==> src/rtl/mem_dma_initiator_if.sv <==
// Data-memory port between an initiator (control-side DMA) and the RAM.
// mem_rdata is combinational from mem_addr while mem_read is high.
interface mem_dma_initiator_if #(
    parameter int ADDR_W = 8,
    parameter int DATA_W = 8
);
    logic              mem_read;
    logic              mem_write;
    logic [ADDR_W-1:0] mem_addr;
    logic [DATA_W-1:0] mem_wdata;
    logic [DATA_W-1:0] mem_rdata;

    modport master (
        output mem_read, mem_write, mem_addr, mem_wdata,
        input  mem_rdata
    );

    modport slave (
        input  mem_read, mem_write, mem_addr, mem_wdata,
        output mem_rdata
    );
endinterface

==> src/rtl/mem_dma_initiator.sv <==
// Memory initiator: single LOAD/STORE and multi-byte FILL/COPY, one access
// per cycle, with a start/busy/done handshake toward the control unit.
module mem_dma_initiator #(
    parameter int ADDR_W = 8,
    parameter int DATA_W = 8,
    parameter int LEN_W  = 4
) (
    input  logic              clk,
    input  logic              rst,
    input  logic              start,
    input  logic [1:0]        op,
    input  logic [ADDR_W-1:0] src_addr,
    input  logic [ADDR_W-1:0] dst_addr,
    input  logic [LEN_W-1:0]  len,
    input  logic [DATA_W-1:0] data_in,
    output logic [DATA_W-1:0] data_out,
    output logic              busy,
    output logic              done,
    mem_dma_initiator_if.master mem
);
    typedef enum logic [1:0] {IDLE, RD, WR, DONE} state_t;

    localparam logic [1:0] OP_LOAD  = 2'b00;
    localparam logic [1:0] OP_STORE = 2'b01;
    localparam logic [1:0] OP_FILL  = 2'b10;
    localparam logic [1:0] OP_COPY  = 2'b11;

    state_t            state_q, state_d;
    logic [1:0]        op_q, op_d;
    logic [ADDR_W-1:0] src_q, src_d;
    logic [ADDR_W-1:0] dst_q, dst_d;
    logic [LEN_W-1:0]  cnt_q, cnt_d;
    // Write value: latched data_in for STORE/FILL, the read-back byte for COPY.
    logic [DATA_W-1:0] wval_q, wval_d;
    logic [DATA_W-1:0] data_out_q, data_out_d;

    always_ff @(posedge clk) begin
        if (rst) begin
            state_q    <= IDLE;
            op_q       <= '0;
            src_q      <= '0;
            dst_q      <= '0;
            cnt_q      <= '0;
            wval_q     <= '0;
            data_out_q <= '0;
        end else begin
            state_q    <= state_d;
            op_q       <= op_d;
            src_q      <= src_d;
            dst_q      <= dst_d;
            cnt_q      <= cnt_d;
            wval_q     <= wval_d;
            data_out_q <= data_out_d;
        end
    end

    always_comb begin
        state_d       = state_q;
        op_d          = op_q;
        src_d         = src_q;
        dst_d         = dst_q;
        cnt_d         = cnt_q;
        wval_d        = wval_q;
        data_out_d    = data_out_q;
        mem.mem_read  = 1'b0;
        mem.mem_write = 1'b0;
        mem.mem_addr  = '0;
        mem.mem_wdata = '0;

        unique case (state_q)
            IDLE: begin
                if (start) begin
                    op_d   = op;
                    src_d  = src_addr;
                    dst_d  = dst_addr;
                    wval_d = data_in;
                    // STORE is a one-byte write, so it reuses the WR countdown.
                    cnt_d  = (op == OP_STORE) ? LEN_W'(1) : len;
                    unique case (op)
                        OP_LOAD:  state_d = RD;
                        OP_STORE: state_d = WR;
                        OP_FILL:  state_d = (len == '0) ? DONE : WR;
                        OP_COPY:  state_d = (len == '0) ? DONE : RD;
                        default:  state_d = IDLE;
                    endcase
                end
            end
            RD: begin
                mem.mem_read = 1'b1;
                mem.mem_addr = src_q;
                if (op_q == OP_LOAD) begin
                    data_out_d = mem.mem_rdata;
                    state_d    = DONE;
                end else begin
                    wval_d  = mem.mem_rdata;
                    src_d   = src_q + ADDR_W'(1);
                    state_d = WR;
                end
            end
            WR: begin
                mem.mem_write = 1'b1;
                mem.mem_addr  = dst_q;
                mem.mem_wdata = wval_q;
                dst_d         = dst_q + ADDR_W'(1);
                cnt_d         = cnt_q - LEN_W'(1);
                if (cnt_d == '0)          state_d = DONE;
                else if (op_q == OP_COPY) state_d = RD;
                else                      state_d = WR;
            end
            DONE: state_d = IDLE;
            default: state_d = IDLE;
        endcase
    end

    assign busy     = (state_q != IDLE);
    assign done     = (state_q == DONE);
    assign data_out = data_out_q;
endmodule

==> src/flat_wrapper.sv <==
// flat-port wrapper written by rule: the top's interface ports become plain ports
module mem_dma_initiator_flat 
#(
    parameter int ADDR_W = 8,
    parameter int DATA_W = 8,
    parameter int LEN_W  = 4
)
  (clk, rst, start, op, src_addr, dst_addr, len, data_in, data_out, busy, done, mem_mem_read, mem_mem_write, mem_mem_addr, mem_mem_wdata, mem_mem_rdata);
  mem_dma_initiator_if #(.ADDR_W(ADDR_W), .DATA_W(DATA_W)) mem_i ();
  input  logic clk;
  input  logic rst;
  input  logic start;
  input  logic [1:0] op;
  input  logic [ADDR_W-1:0] src_addr;
  input  logic [ADDR_W-1:0] dst_addr;
  input  logic [LEN_W-1:0] len;
  input  logic [DATA_W-1:0] data_in;
  output logic [DATA_W-1:0] data_out;
  output logic busy;
  output logic done;
  output wire logic [$bits(mem_i.mem_read)-1:0] mem_mem_read;
  output wire logic [$bits(mem_i.mem_write)-1:0] mem_mem_write;
  output wire logic [$bits(mem_i.mem_addr)-1:0] mem_mem_addr;
  output wire logic [$bits(mem_i.mem_wdata)-1:0] mem_mem_wdata;
  input wire logic [$bits(mem_i.mem_rdata)-1:0] mem_mem_rdata;
  assign mem_mem_read = mem_i.mem_read;
  assign mem_mem_write = mem_i.mem_write;
  assign mem_mem_addr = mem_i.mem_addr;
  assign mem_mem_wdata = mem_i.mem_wdata;
  assign mem_i.mem_rdata = mem_mem_rdata;
  mem_dma_initiator #(.ADDR_W(ADDR_W), .DATA_W(DATA_W), .LEN_W(LEN_W)) u_core (.clk(clk), .rst(rst), .start(start), .op(op), .src_addr(src_addr), .dst_addr(dst_addr), .len(len), .data_in(data_in), .data_out(data_out), .busy(busy), .done(done), .mem(mem_i));
endmodule
==> config.mk <==
export PLATFORM = sky130hd
export DESIGN_NAME = mem_dma_initiator_flat
export DESIGN_NICKNAME = d
export VERILOG_FILES = /design/src/rtl/mem_dma_initiator_if.sv /design/src/rtl/mem_dma_initiator.sv /design/src/flat_wrapper.sv
export SDC_FILE = /design/constraint.sdc
export NUM_CORES = 1
export LEC_CHECK = 0
export ABC_AREA = 1
export CAP_MARGIN = 10
export CORE_MARGIN = 1.5
export CORE_UTILIZATION = 35
export DETAILED_ROUTE_END_ITERATION = 8
export SYNTH_ARGS = -nofsm -noshare
export SYNTH_HDL_FRONTEND = slang
export SYNTH_SLANG_ARGS = --single-unit
==> constraint.sdc <==
create_clock -name clk -period 4.6 [get_ports clk]
set_input_delay 0.46 -clock clk [delete_from_list [all_inputs] [get_ports clk]]
set_output_delay 0.46 -clock clk [all_outputs]
set_load 0.05 [all_outputs]
==> flow_summary.ini, run 1 <==
[outcome]
status = finished, final reports clean

[global_route]
grt_pass1_wl_um = 10400
grt-ovfl-total = 0
grt.total_usage_pct = 18.2
grt_max_degree = 35
antenna_found_initial = 0
grt_pass1_vias = 2211

[routing]
ant_nets = 0
post-route-drc-count = 0
dr_total_vias = 2397
vias_per_cell = 5.09
drt_iter0_markers = 166
routed_wl_um = 6220
routedWlPerCell_um = 13.2
firstDrtPassIters = 4

[sta]
final-setup-viol-count = 0
slew_headroom_pct = 25.8
setup_slack_ps = 1290
hold_viol_final = 0
worst_slew_pin_slew_ps = 1110
holdWs_ps = 511
finClkSkew_ps = 4.92
tns_ps = 0
min_period_ps = 3310
rsz0062_at_grt = false
timing.final.crit_share_pct = 71.9
fmax_mhz = 303
drv_slew = 0

[logic_synthesis]
syn_avg_cell_area_um2 = 6.70
ys_warn_count = 0
ys_ff_latch = 40
synthCells = 335
postSynthNetCount = 384
mappedNetlistArea_um2 = 2240
ys_seq_area_share_pct = 35.7
yosysUniqueCellTypes = 31

[cts]
root_buffer = clkbuf_8
clk_latency_ps = 300
cts_tree = built
clockBufferDepth = 2
cts_sinks = 40
htree_levels = 2
cts_buffers = 5
cts_resized = 0
post-cts-setup-buffers = 0
clkTransAtPathRegs_ps = 80
cts_hold_buf = 0

[placement]
pre_cts_ws_ps = 1620
dp_hpwl_um = 4410
gp_congestion = 0.800
portBuffers = 68

[power_and_ir_drop]
powerDensity_nw_per_um2 = 412
peakVddDrop_v = 0.000154
leakagePower_nw = 1.26

[floorplanning]
die_area_um2 = 6900
std_cell_rows = 28
start_util_pct = 37.0
coreArea_um2 = 6060
io_pins = 69
die_y_um = 83.1
fp.dieW_um = 83.1

[critical_path]
path_max_fanout = 30
timing.rr.start = u_core.state_q[0]
crit_end = mem_mem_addr[6]
rrSetupSlack_ps = 1630
worstPathArrival_ps = 2850
start_kind = register
cp.required_ps = 4140
r2r.worst_path.cells = 6
critPathLaunch = u_core.state_q[0]
crit-reg2reg-capture = u_core.dst_q[2]
cp-end-kind = output port
path_class = register to output port

[min_path]
hold_class = register to register
holdPathStages = 2

[final_layout]
drive_gt1_share_pct = 4.55
fin_nets = 444
syn_to_final_growth_pct = 35.9
utilization_pct = 50.3
antenna_cells = 0
n_fill_cell = 643

[flow_run]
drv_cap = 0
-- per-stage QoR --
| stage | cell area (um2) | instances | power (W) |
|---|---|---|---|
| floorplan | 2240 | 335 | 0.000832 |
| finish | 3050 | 471 | 0.00126 |
| global route | 3050 | 471 | 0.00134 |
| detailed placement | 2940 | 463 | 0.000971 |
| CTS | 3050 | 471 | 0.00126 |
| global placement | 2940 | 463 | 0.000968 |
-- power breakdown --
part / switching [W] / internal [W]
Clock: 0.000131 / 0.000161
Combinational: 0.000315 / 0.000171
Sequential: 0.0000592 / 0.000418
Total: 0.000506 / 0.000751
-- flip-flops by register name, summed over array words and instances, names as in the netlist --
register,count
u_core.data_out,8
u_core.cnt_q,4
u_core.wval_q,8
u_core.state_q,2
u_core.dst_q,8
u_core.src_q,8
u_core.op_q,2
-- layer usage --
metal / GRT usage, % / up-vias / routed length (um) / part of all wire [%]
li1: - / 1246 / - / -
met5: 0 / - / 0 / 0
met4: 8.03 / 0 / 127 / 2.0
met2: 29.7 / 68 / 2790 / 45
met3: 3.08 / 13 / 267 / 4.3
met1: 23.6 / 1070 / 3040 / 49
-- worst min path at each step --
| stage | from | end | slack, ps |
|---|---|---|---|
| 4_1_cts | u_core.src_q[4] | u_core.src_q[4] | 510 |
| 2_1_floorplan | u_core.dst_q[2] | u_core.dst_q[2] | 460 |
| 3_3_place_gp | u_core.state_q[1] | u_core.state_q[1] | 490 |
| 6_report | u_core.src_q[4] | u_core.src_q[4] | 510 |
| 5_1_grt | u_core.src_q[4] | u_core.src_q[4] | 540 |
| 3_5_place_dp | u_core.src_q[4] | u_core.src_q[4] | 500 |
-- kinds of logic after synthesis --
group                      after synthesis  synth area share [%]
and+or+nand+nor                        143                  26.8
AOI/OAI and AO/OA                       96                  24.2
buffers and inverters                   48                  8.92
DFF                                     40                  35.7
adders and majority gates                8                  4.46
-- worst max-delay path, stage by stage, from the launching register on --
cell,delay (ps)
dfxtp_1,350
inv_1,90
ha_1,900
nand2_1,210
a21oi_1,180
clkdlybuf4s50_1,810
-- cells in the final DEF (no fill, tap or decap), types with 2 or more instances in the layout --
master,instances
nand2_1,76
clkdlybuf4s50_1,68
nor2_1,42
dfxtp_1,40
inv_1,28
o21ai_0,24
a21oi_1,22
o21ai_1,21
a31oi_1,19
nand3_1,13
ha_1,8
inv_2,5
clkbuf_8,5
nor3_1,4
nor3_4,2
a221oi_1,2
a2bb2oi_1,2
nand3b_1,2
-- layout make-up --
cell class	count	area (um2)	area share, %
multi-input cells	247	1240	40.7
flip-flops and latches	40	801	26.3
repair buffers	68	681	22.3
inverters	33	124	4.06
well taps	75	93.8	3.08
clock buffers	6	72.6	2.38
clock inverters	2	35.0	1.15
-- Yosys cell counts --
cell	count	area [um2]
a21oi_1	22	110
o21ai_2	1	8.76
inv_1	28	105
nand3b_1	2	15.0
or2_0	1	6.26
nand2_1	76	285
buf_6	1	11.3
buf_1	1	3.75
a211oi_2	1	12.5
a31oi_1	19	119
o21ai_1	21	105
buf_4	1	7.51
o21a_1	1	7.51
a211oi_1	1	7.51
buf_2	7	35.0
nor3_1	4	20.0
inv_2	5	18.8
a31o_2	1	8.76
nor2_1	42	158
a2bb2oi_1	2	17.5
nor2_2	1	6.26
o21ai_0	24	120
ha_1	8	100
nand3_1	13	65.1
dfxtp_1	40	801
nand4_1	1	6.26
o211ai_1	1	7.51
nor4_1	1	6.26
nor3_4	2	32.5
clkbuf_1	5	18.8
a221oi_1	2	17.5
Power figures use the tool's default switching activity.
==> run 2, diff against run 1 <==
--- a/config.mk
+++ b/config.mk
@@ -10,6 +10,7 @@
 export CORE_MARGIN = 1.5
 export CORE_UTILIZATION = 35
 export DETAILED_ROUTE_END_ITERATION = 8
+export PLACE_DENSITY = 0.65
 export SYNTH_ARGS = -nofsm -noshare
 export SYNTH_HDL_FRONTEND = slang
 export SYNTH_SLANG_ARGS = --single-unit
==> constraint.sdc (replaced) <==
create_clock -name clk -period 2.8 [get_ports clk]
set_input_delay 0.28 -clock clk [delete_from_list [all_inputs] [get_ports clk]]
set_output_delay 0.28 -clock clk [all_outputs]
set_load 0.05 [all_outputs]
==> flow_summary.ini, run 2 (synthesis results as in run 1) <==
[outcome]
status = finished, final reports clean

[floorplanning]
io_pins = 69
std_cell_rows = 28
fp.dieW_um = 83.1
coreArea_um2 = 6060
start_util_pct = 37.0
die_y_um = 83.1
die_area_um2 = 6900

[final_layout]
layout_common_cells = nand2_1 (76), clkdlybuf4s50_1 (57), nor2_1 (42), dfxtp_1 (40), inv_1 (28)
n_fill_cell = 638
antenna_cells = 0
fin_nets = 451
syn_to_final_growth_pct = 37.4
drive_gt1_share_pct = 9.18
final_cells = 478
final_common_cell = nand2_1

[sta]
holdWs_ps = 507
worst_slew_pin_slew_ps = 638
final-setup-viol-count = 0
drv_slew = 0
fmax_mhz = 391
rsz0062_at_grt = false
slew_headroom_pct = 57.5
hold_viol_final = 0
timing.final.crit_share_pct = 91.4
finClkSkew_ps = 10.7
tns_ps = 0
setup_slack_ps = 241
min_period_ps = 2560

[cts]
cts_hold_buf = 0
clockBufferDepth = 2
cts_tree = built
cts_resized = 0
clkTransAtPathRegs_ps = 90
clk_latency_ps = 300
cts_buffers = 5
post-cts-setup-buffers = 0
cts_sinks = 40
root_buffer = clkbuf_8
htree_levels = 2

[critical_path]
cp.required_ps = 2520
cp-end-kind = output port
crit_chain = inv_1 -> ha_1 -> nand2_1 -> inv_1 -> clkdlybuf4s50_1
start_kind = register
path_class = register to output port
crit_top_cell = inv_1
slowest_delay_ps = 790
r2r.worst_path.cells = 7
worstPathArrival_ps = 2280
path_max_fanout = 16
rrSetupSlack_ps = 490
timing.rr.start = u_core.state_q[0]
crit-reg2reg-capture = u_core.dst_q[4]
slowest_stage = clkdlybuf4s50_1

[min_path]
hp-start = u_core.src_q[4]
min_to = u_core.src_q[4]
hold_class = register to register
holdPathStages = 2

[routing]
routed_wl_um = 6260
drt_iter0_markers = 113
firstDrtPassIters = 7
routedWlPerCell_um = 13.1
dr_total_vias = 2421
post-route-drc-count = 0
vias_per_cell = 5.06
ant_nets = 0

[global_route]
grt.total_usage_pct = 18.3
grt_pass1_vias = 2362
grt_max_degree = 26
grt_pass1_wl_um = 10500
grt-ovfl-total = 0
antenna_found_initial = 0

[power_and_ir_drop]
power_w = 0.00210
powerDensity_nw_per_um2 = 681
leakagePower_nw = 1.32
peakVddDrop_v = 0.000296

[flow_run]
drv_cap = 0

[placement]
gp_congestion = 0.823
dp_cells = 470
pre_cts_ws_ps = 518
dp_hpwl_um = 4670
portBuffers = 68
==> run 2: cell type report <==
type / count / area [um2] / share of cell area [%]
multi-input cells: 247 / 1240 / 40.3
clock buffers: 5 / 68.8 / 2.23
repair buffers: 75 / 706 / 22.9
clock inverters: 3 / 46.3 / 1.50
flip-flops and latches: 40 / 801 / 26.0
inverters: 33 / 124 / 4.02
well taps: 75 / 93.8 / 3.05
==> run 2: power by group <==
part / switching (W) / internal, W / total (W)
Clock: 0.000228 / 0.000269 / 0.000497
Sequential: 0.0000972 / 0.000687 / 0.000784
Combinational: 0.000522 / 0.000296 / 0.000818
==> run 2: metal layers <==
metal  GRT usage [%]  share of wire [%]  vias to the layer above  wire length, um
li1                -                  -                     1259                -
met1            23.8                 47                     1095             2950
met2            30.0                 47                       55             2950
met3            3.58                3.7                       12              232
met4            6.67                2.0                        0              122
met5               0                  0                        -                0
==> run 2: worst max path at each step <==
stage | startpoint | endpoint | depth (start not counted) | slack (ps)
5_1_grt | u_core.state_q[0] | mem_mem_wdata[6] | 5 | 100
3_5_place_dp | u_core.state_q[0] | u_core.dst_q[4] | 7 | 520
4_1_cts | u_core.state_q[0] | mem_mem_wdata[6] | 5 | 230
6_report | u_core.state_q[0] | mem_mem_wdata[4] | 5 | 240
3_3_place_gp | u_core.state_q[0] | mem_mem_wdata[4] | 5 | 620
2_1_floorplan | u_core.state_q[0] | mem_mem_addr[1] | 6 | 220
==> run 2: critical path, delay by kind of cell, from the launching register on <==
kind                       cells  cell delay (ps)
adders and majority gates      1              570
and+or+nand+nor                1              110
buffers and inverters          3              950
DFF                            1              350
==> run 2: metrics by stage <==
step	instance area [um2]	utilization [%]
floorplan	2240	-
finish	3080	50.8
global route	3080	50.8
detailed placement	2970	48.9
CTS	3080	50.8
global placement	2970	48.9
==> run 3, diff against run 2 <==
--- a/config.mk
+++ b/config.mk
@@ -6,7 +6,7 @@
 export NUM_CORES = 1
 export LEC_CHECK = 0
 export ABC_AREA = 1
-export CAP_MARGIN = 10
+export CAP_MARGIN = 20
 export CORE_MARGIN = 1.5
 export CORE_UTILIZATION = 35
 export DETAILED_ROUTE_END_ITERATION = 8
==> results of run 3 <==
No change in the layout: final DEF, timing and power equal those of run 2.
